$ cat config.mk
export PLATFORM = sky130hd
export DESIGN_NAME = if_fetch_stage_flat
export DESIGN_NICKNAME = d
export VERILOG_FILES = /design/src/rtl/if_pkg.sv /design/src/rtl/if_fetch_stage_if.sv /design/src/rtl/ifid_reg.sv /design/src/rtl/if_fetch_stage.sv /design/src/flat_wrapper.sv
export SDC_FILE = /design/constraint.sdc
export NUM_CORES = 1
export LEC_CHECK = 0
export ABC_AREA = 1
export ABC_CLOCK_PERIOD_IN_PS = 2500
export CAP_MARGIN = 25
export CORE_MARGIN = 5
export CORE_UTILIZATION = 40
export DETAILED_ROUTE_END_ITERATION = 6
export HOLD_SLACK_MARGIN = 0.06
export PLACE_DENSITY = 0.68
export SLEW_MARGIN = 0
export SYNTH_ARGS = -nofsm -noshare
export SYNTH_HDL_FRONTEND = slang
export SYNTH_SLANG_ARGS = --single-unit
$ cat constraint.sdc
create_clock -name clk -period 2.5 [get_ports clk]
set_clock_uncertainty 0.2 [all_clocks]
set_input_delay 0.375 -clock clk [delete_from_list [all_inputs] [get_ports clk]]
set_output_delay 0.375 -clock clk [all_outputs]
set_load 0.005 [all_outputs]
$ cat src/rtl/if_pkg.sv
// Shared types and constants for the LEGv8 instruction-fetch stage.
package if_pkg;

    localparam int PC_W = 64;

    // Architectural NOP; decode maps it to its default no-write controls.
    localparam logic [31:0] NOP_INSTR = 32'hD503201F;

    typedef enum logic [1:0] {
        ISSUE = 2'd0,
        WAIT  = 2'd1,
        HOLD  = 2'd2,
        DROP  = 2'd3
    } fetch_state_t;

    typedef struct packed {
        logic            valid;
        logic [31:0]     instr;
        logic [PC_W-1:0] pc;
    } ifid_t;

endpackage

$ cat src/rtl/if_fetch_stage_if.sv
// Instruction-memory request/response bus between fetch (master) and memory (slave).
interface if_fetch_stage_if #(
    parameter int PC_W = if_pkg::PC_W
);
    logic            req;
    logic [PC_W-1:0] addr;
    logic            rvalid;
    logic [31:0]     rdata;

    modport master (output req, output addr, input rvalid, input rdata);
    modport slave  (input req, input addr, output rvalid, output rdata);
endinterface

$ cat src/rtl/ifid_reg.sv
// IF/ID pipeline register: flush beats stall, stall beats load, otherwise a bubble.
module ifid_reg
    import if_pkg::*;
#(
    parameter int PC_W = if_pkg::PC_W
) (
    input  logic            clk,
    input  logic            reset,
    input  logic            load,
    input  logic            stall,
    input  logic            flush,
    input  logic [31:0]     load_instr,
    input  logic [PC_W-1:0] load_pc,
    output logic            valid,
    output logic [31:0]     instr,
    output logic [PC_W-1:0] pc
);

    logic            valid_q, valid_d;
    logic [31:0]     instr_q, instr_d;
    logic [PC_W-1:0] pc_q, pc_d;

    // Next IF/ID contents; a bubble keeps the old pc so debug views stay stable.
    always_comb begin
        valid_d = valid_q;
        instr_d = instr_q;
        pc_d    = pc_q;
        if (flush) begin
            valid_d = 1'b0;
            instr_d = NOP_INSTR;
        end else if (stall) begin
            valid_d = valid_q;
        end else if (load) begin
            valid_d = 1'b1;
            instr_d = load_instr;
            pc_d    = load_pc;
        end else begin
            valid_d = 1'b0;
            instr_d = NOP_INSTR;
        end
    end

    // Register with synchronous reset to an empty NOP slot.
    always_ff @(posedge clk) begin
        if (reset) begin
            valid_q <= 1'b0;
            instr_q <= NOP_INSTR;
            pc_q    <= '0;
        end else begin
            valid_q <= valid_d;
            instr_q <= instr_d;
            pc_q    <= pc_d;
        end
    end

    assign valid = valid_q;
    assign instr = instr_q;
    assign pc    = pc_q;

endmodule

$ cat src/rtl/if_fetch_stage.sv
// Instruction fetch: owns the PC, keeps one memory request in flight, parks a
// response in a hold buffer while decode is stalled, and discards responses
// that a redirect has made stale.
//
//   state | meaning
//   ISSUE | request for pc goes out this cycle (unless redirected)
//   WAIT  | request outstanding, waiting for rvalid
//   HOLD  | response captured in hold buffer, waiting for stall to drop
//   DROP  | request outstanding but redirected; its response is thrown away
module if_fetch_stage
    import if_pkg::*;
#(
    parameter int              PC_W     = if_pkg::PC_W,
    parameter logic [PC_W-1:0] RESET_PC = '0
) (
    input  logic                     clk,
    input  logic                     reset,
    if_fetch_stage_if.master         imem,
    input  logic                     stall,
    input  logic                     redirect,
    input  logic [PC_W-1:0]          redirect_pc,
    output logic                     ifid_valid,
    output logic [31:0]              ifid_instr,
    output logic [PC_W-1:0]          ifid_pc
);

    fetch_state_t    state_q, state_d;
    logic [PC_W-1:0] pc_q, pc_d;
    logic [31:0]     buf_q, buf_d;

    logic            ifid_load;
    logic [31:0]     ifid_load_instr;
    logic [PC_W-1:0] redir_pc;
    logic [PC_W-1:0] pc_next_seq;

    assign redir_pc    = {redirect_pc[PC_W-1:2], 2'b00};
    assign pc_next_seq = pc_q + PC_W'(4);

    assign imem.req  = (state_q == ISSUE) && !redirect && !reset;
    assign imem.addr = pc_q;

    // Fetch FSM next state, PC update, hold buffer capture and IF/ID load request.
    always_comb begin
        state_d         = state_q;
        pc_d            = pc_q;
        buf_d           = buf_q;
        ifid_load       = 1'b0;
        ifid_load_instr = imem.rdata;
        case (state_q)
            ISSUE: begin
                if (redirect) begin
                    pc_d = redir_pc;
                end else begin
                    state_d = WAIT;
                end
            end
            WAIT: begin
                if (redirect) begin
                    pc_d    = redir_pc;
                    state_d = imem.rvalid ? ISSUE : DROP;
                end else if (imem.rvalid) begin
                    if (stall) begin
                        buf_d   = imem.rdata;
                        state_d = HOLD;
                    end else begin
                        ifid_load = 1'b1;
                        pc_d      = pc_next_seq;
                        state_d   = ISSUE;
                    end
                end
            end
            HOLD: begin
                if (redirect) begin
                    buf_d   = NOP_INSTR;
                    pc_d    = redir_pc;
                    state_d = ISSUE;
                end else if (!stall) begin
                    ifid_load       = 1'b1;
                    ifid_load_instr = buf_q;
                    pc_d            = pc_next_seq;
                    state_d         = ISSUE;
                end
            end
            DROP: begin
                // Latest redirect wins even while the stale response is pending.
                if (redirect) begin
                    pc_d = redir_pc;
                end
                if (imem.rvalid) begin
                    state_d = ISSUE;
                end
            end
            default: state_d = ISSUE;
        endcase
    end

    // State, PC and hold buffer registers.
    always_ff @(posedge clk) begin
        if (reset) begin
            state_q <= ISSUE;
            pc_q    <= RESET_PC;
            buf_q   <= NOP_INSTR;
        end else begin
            state_q <= state_d;
            pc_q    <= pc_d;
            buf_q   <= buf_d;
        end
    end

    // The PC still equals the fetched address in WAIT/HOLD, so it tags the load.
    ifid_reg #(.PC_W(PC_W)) u_ifid_reg (
        .clk        (clk),
        .reset      (reset),
        .load       (ifid_load),
        .stall      (stall),
        .flush      (redirect),
        .load_instr (ifid_load_instr),
        .load_pc    (pc_q),
        .valid      (ifid_valid),
        .instr      (ifid_instr),
        .pc         (ifid_pc)
    );

endmodule

$ cat src/flat_wrapper.sv
// flat-port wrapper written by rule: the top's interface ports become plain ports
module if_fetch_stage_flat import if_pkg::*;
#(
    parameter int              PC_W     = if_pkg::PC_W,
    parameter logic [PC_W-1:0] RESET_PC = '0
)
  (clk, reset, stall, redirect, redirect_pc, ifid_valid, ifid_instr, ifid_pc, imem_req, imem_addr, imem_rvalid, imem_rdata);
  if_fetch_stage_if #(.PC_W(PC_W)) imem_i ();
  input  logic clk;
  input  logic reset;
  input  logic stall;
  input  logic redirect;
  input  logic [PC_W-1:0] redirect_pc;
  output logic ifid_valid;
  output logic [31:0] ifid_instr;
  output logic [PC_W-1:0] ifid_pc;
  output wire logic [$bits(imem_i.req)-1:0] imem_req;
  output wire logic [$bits(imem_i.addr)-1:0] imem_addr;
  input wire logic [$bits(imem_i.rvalid)-1:0] imem_rvalid;
  input wire logic [$bits(imem_i.rdata)-1:0] imem_rdata;
  assign imem_req = imem_i.req;
  assign imem_addr = imem_i.addr;
  assign imem_i.rvalid = imem_rvalid;
  assign imem_i.rdata = imem_rdata;
  if_fetch_stage #(.PC_W(PC_W), .RESET_PC(RESET_PC)) u_core (.clk(clk), .reset(reset), .imem(imem_i), .stall(stall), .redirect(redirect), .redirect_pc(redirect_pc), .ifid_valid(ifid_valid), .ifid_instr(ifid_instr), .ifid_pc(ifid_pc));
endmodule
==> results by stage <==
Global route:
- The initial antenna violation count is 1.
- The via count of the first global-routing pass is 10400.
- The first-pass GRT wire length is 58.2 mm.
- The overall track demand over capacity in global routing is 0.258.
- Global routing finished with a remaining overflow of 0.
- Entering global routing, the biggest net connects 61 pins.

Drt:
- The violation count after the first detailed-routing iteration is 1104.
- The post-detailed-route via-to-cell ratio is 5.17.
- The number of search-and-repair iterations in the first detailed-routing pass is 5.
- The routed wire length per instance is 17.4 µm.
- The number of routed nets with antenna violations is 0.
- The final routed DRC violation total is 0.
- The total vias in the final route is 11300.
- The wire length reported by the detailed router is 37.9 mm.

Floorplan:
- The overall die area is 0.0284 mm².
- The floorplan step set the die width to 168 µm.
- The site row count is 58.
- In this run the vertical extent of the chip is 168 µm.
- The initial utilization of the core area, before any placement, comes to 0.402.
- The area of the core is 0.0250 mm².
- The I/O pin count is 263.

STA:
- The clock period could shrink to 2370 ps.
- The setup TNS is 0 ps.
- Setup repair after global routing left no endpoint under its margin.
- The number of hold violations in the final report is 0.
- Timing would allow up to 422 MHz.
- The relative slew slack is 0.483.
- The post-route fraction of the period consumed by the critical path is 0.948.
- At the pin with the least slew margin, the transition time is 774 ps.
- The number of setup violations in the final report is 0.
- The number of slew-limit violations in the final report is 0.

Worst setup path:
- The required time at the endpoint of the critical path is 1920 ps.
- The worst setup path is launched from a flip-flop.
- At the worst endpoint, the arrival time is 1790 ps.
- The startpoint of the worst setup timing path is u_core.state_q[0].
- The buffer and inverter count on the worst path is 2.
- The largest single stage delay on the critical path is 540 ps.
- Walking the worst path, the cells encountered are inv_1 > ha_1 > nand2_1 > nor2_1 > clkdlybuf4s50_1.
- In this run the critical register-to-register path is launched from u_core.imem.addr[12].
- The standard cell with the maximum stage delay on the critical path is sky130_fd_sc_hd__clkdlybuf4s50_1.
- The critical path endpoint category is a primary output.
- In this run the worst path has a maximum fanout of 4.
- The critical path is of the flip-flop to primary output type.
- Broken down by cell family, the worst path's largest delay share belongs to buffers and inverters.

Synth:
- Sorting the synthesized cells by area gives the leading types as sky130_fd_sc_hd__dfxtp_1 38%, sky130_fd_sc_hd__nand2_1 18%, sky130_fd_sc_hd__nor2_1 9.7%, sky130_fd_sc_hd__o21ai_0 7.0%, sky130_fd_sc_hd__a21oi_1 6.7%.
- The share of synthesized flip-flops with an asynchronous set or reset is 0.
- In the synthesized netlist the dominant register cell turns out to be sky130_fd_sc_hd__dfxtp_1.
- Counting every instance in the synthesized netlist gives 1583.
- After synthesis the cells add up to 0.0100 mm².
- The flop and latch count out of synthesis is 191.
- During synthesis, Yosys emitted a total of 0 warnings.
- The top cell type's share of synthesized area is 0.381.
- The synthesized area divided by synthesized cell count is 6.34 µm².
- The share of the Yosys chip area taken by registers is 0.381.
- The number of different library cells used by synthesis comes to 42.
- The synthesized design contains 0 enable-type register cells.
- Of all cell types, the one taking the most synthesized area is sky130_fd_sc_hd__dfxtp_1.

Final layout:
- Compared with the post-synthesis result, the final layout area differs by 37.5%.
- The share of the core filled with cells in the final layout is 0.553.
- The net count of the finished layout is 1942.
- In the final layout, the share of cells above drive strength 1 is 0.0823.
- Summing all non-filler instances in the final layout gives an area of 0.0138 mm².
- The number of filler cells placed in the layout is 2525.
- The area used by multi-input combinational logic is 0.00550 mm².
- Summing all flip-flop and latch instances after layout gives 0.00382 mm².
- For this run, the number of standard cells in the final layout without fillers is 2179.

Clock tree:
- The latest clock arrival within the worst-skew pair is 450 ps.
- The root buffer cell chosen for the clock tree is sky130_fd_sc_hd__clkbuf_16.
- The number of CTS-inserted buffers is 17.
- The number of clock sinks seen by CTS is 191.
- The H-tree was split into 4 levels.
- TritonCTS built the clock tree.
- No sink is reached through more buffers than the 2 on the longest clock path.
- Clock-pin slew was measured on the worst setup and hold paths at 80 ps.
- After clock tree synthesis, the setup repair step added 0 buffers.

Pwr:
- Across the VDD grid, the largest voltage drop is 0.446 mV.
- The static leakage is 5.35 nW.
- For this design the ratio of total power to cell area is 704 mW/mm².

Min path:
- The startpoint of the lowest-slack hold path is u_core.u_ifid_reg.instr[20].
- The type of the tightest min-delay check is flip-flop to flip-flop.

Run status:
- The run finished with clean final reports.

Placed design:
- The routability congestion estimate from global placement is 0.951.
- The detailed placement HPWL is 28.5 mm.
- Buffers placed on the I/O ports in this run total 256.
- The total placed cells including tap cells is 2145.
- The instance area at placement is 0.0132 mm².

Run:
- Across the run, the number of max-cap violations was 0.
==> sequential cells by signal, indices dropped and copies added (netlist names) <==
register and count:
u_core.u_ifid_reg.instr 32, u_core.buf_q 32, u_core.state_q 2, u_core.u_ifid_reg.pc 62, u_core.u_ifid_reg.valid 1, u_core.imem.addr 62
==> cell families after synthesis <==
kind of cell / count (synthesis) / synth area share
AOI/OAI and AO/OA: 317 / 0.164
xor gates and xnor gates: 12 / 0.0105
adders and majority gates: 6 / 0.00748
buffers and inverters: 182 / 0.0733
DFF: 191 / 0.381
other: 1 / 0.000374
and+or+nand+nor: 874 / 0.364
==> cell usage in the layout, fill, tap and decap left out, drive strengths merged <==
| cell type | netlist | final |
|---|---|---|
| a211oi | 5 | 5 |
| a21oi | 136 | 136 |
| a221oi | 1 | 1 |
| a31oi | 3 | 3 |
| and2 | 1 | 1 |
| buf | 34 | 56 |
| clkbuf | 48 | 17 |
| clkdlybuf4s50 | 0 | 255 |
| clkinv | 2 | 9 |
| clkinvlp | 0 | 1 |
| conb | 1 | 4 |
| dfxtp | 191 | 191 |
| diode | 0 | 1 |
| dlygate4sd3 | 0 | 1 |
| ha | 6 | 6 |
| inv | 98 | 105 |
| nand2 | 477 | 477 |
| nand3 | 79 | 79 |
| nand3b | 3 | 3 |
| nand4 | 14 | 14 |
| nor2 | 276 | 276 |
| nor3 | 8 | 8 |
| nor3b | 1 | 1 |
| nor4 | 1 | 1 |
| o211ai | 4 | 4 |
| o21a | 1 | 1 |
| o21ai | 163 | 163 |
| o22ai | 1 | 1 |
| o31ai | 3 | 3 |
| or2 | 14 | 14 |
| xnor2 | 5 | 5 |
| xor2 | 7 | 7 |
==> metal layers <==
| metal | GRT usage | share of wire | wire [µm] | vias up |
|---|---|---|---|---|
| met5 | 0 | 0 | 0 | - |
| met4 | 0.0850 | 0.029 | 1090 | 0 |
| met3 | 0.0510 | 0.079 | 3000 | 63 |
| met2 | 0.393 | 0.44 | 16600 | 454 |
| met1 | 0.367 | 0.46 | 17300 | 5170 |
| li1 | - | - | - | 5571 |
==> worst register-to-register path: stages (launching register included) <==
cell and delay (ps):
sky130_fd_sc_hd__dfxtp_1 430, sky130_fd_sc_hd__nand2_1 140, sky130_fd_sc_hd__nor2_1 200, sky130_fd_sc_hd__nand2_1 130, sky130_fd_sc_hd__nor2_1 340, sky130_fd_sc_hd__nand2_1 320
sky130_fd_sc_hd__o21ai_1 210, sky130_fd_sc_hd__nand3_1 90, sky130_fd_sc_hd__nand2_1 70, sky130_fd_sc_hd__a21oi_1 50
==> path summary, 6_finish.rpt <==
check / cells after the start / end / slack [ps]
worst max-delay path: 5 / imem_req / 130
worst min-delay path: 2 / u_core.u_ifid_reg.instr[20] / 270
worst max register to register: 9 / u_core.imem.addr[61] / 180
worst min register to register: 2 / u_core.u_ifid_reg.instr[20] / 270
==> through the flow <==
stage	power, mW	hold slack (ps)	worst slack (ps)
finish	9.71	267	130
floorplan	5.43	237	527
global placement	6.85	242	180
CTS	9.73	268	104
detailed placement	6.90	251	114
global route	10.3	290	8.11
==> cells in the mapped netlist, drive strengths merged (2+ instances only) <==
library cell / number
nor3: 8
xnor2: 5
a211oi: 5
dfxtp: 191
o21ai: 163
nor2: 276
nand4: 14
xor2: 7
a21oi: 136
inv: 98
o211ai: 4
nand2: 477
or2: 14
a31oi: 3
o31ai: 3
nand3: 79
clkbuf: 48
clkinv: 2
ha: 6
nand3b: 3
buf: 34
==> layout make-up <==
class | count | area share
Multi-Input combinational cell | 1213 | 0.399
Clock inverter | 15 | 0.0133
Sequential cell | 191 | 0.277
Clock buffer | 17 | 0.0308
Antenna cell | 1 | 0.000181
Tap cell | 330 | 0.0299
Inverter | 100 | 0.0273
Timing Repair Buffer | 312 | 0.222
==> timing repair <==
action                                 4_1_cts  5_1_grt
hold buffers                                 1        0
endpoints found under the hold margin        2        0
setup endpoints to repair                    0        2
resized for setup                            0        2
==> power by group <==
part	switching (mW)	internal [mW]
Combinational	1.67	1.36
Sequential	0.408	3.43
Clock	1.47	1.37
Total	3.55	6.16
(Power assumes the default switching activity.)
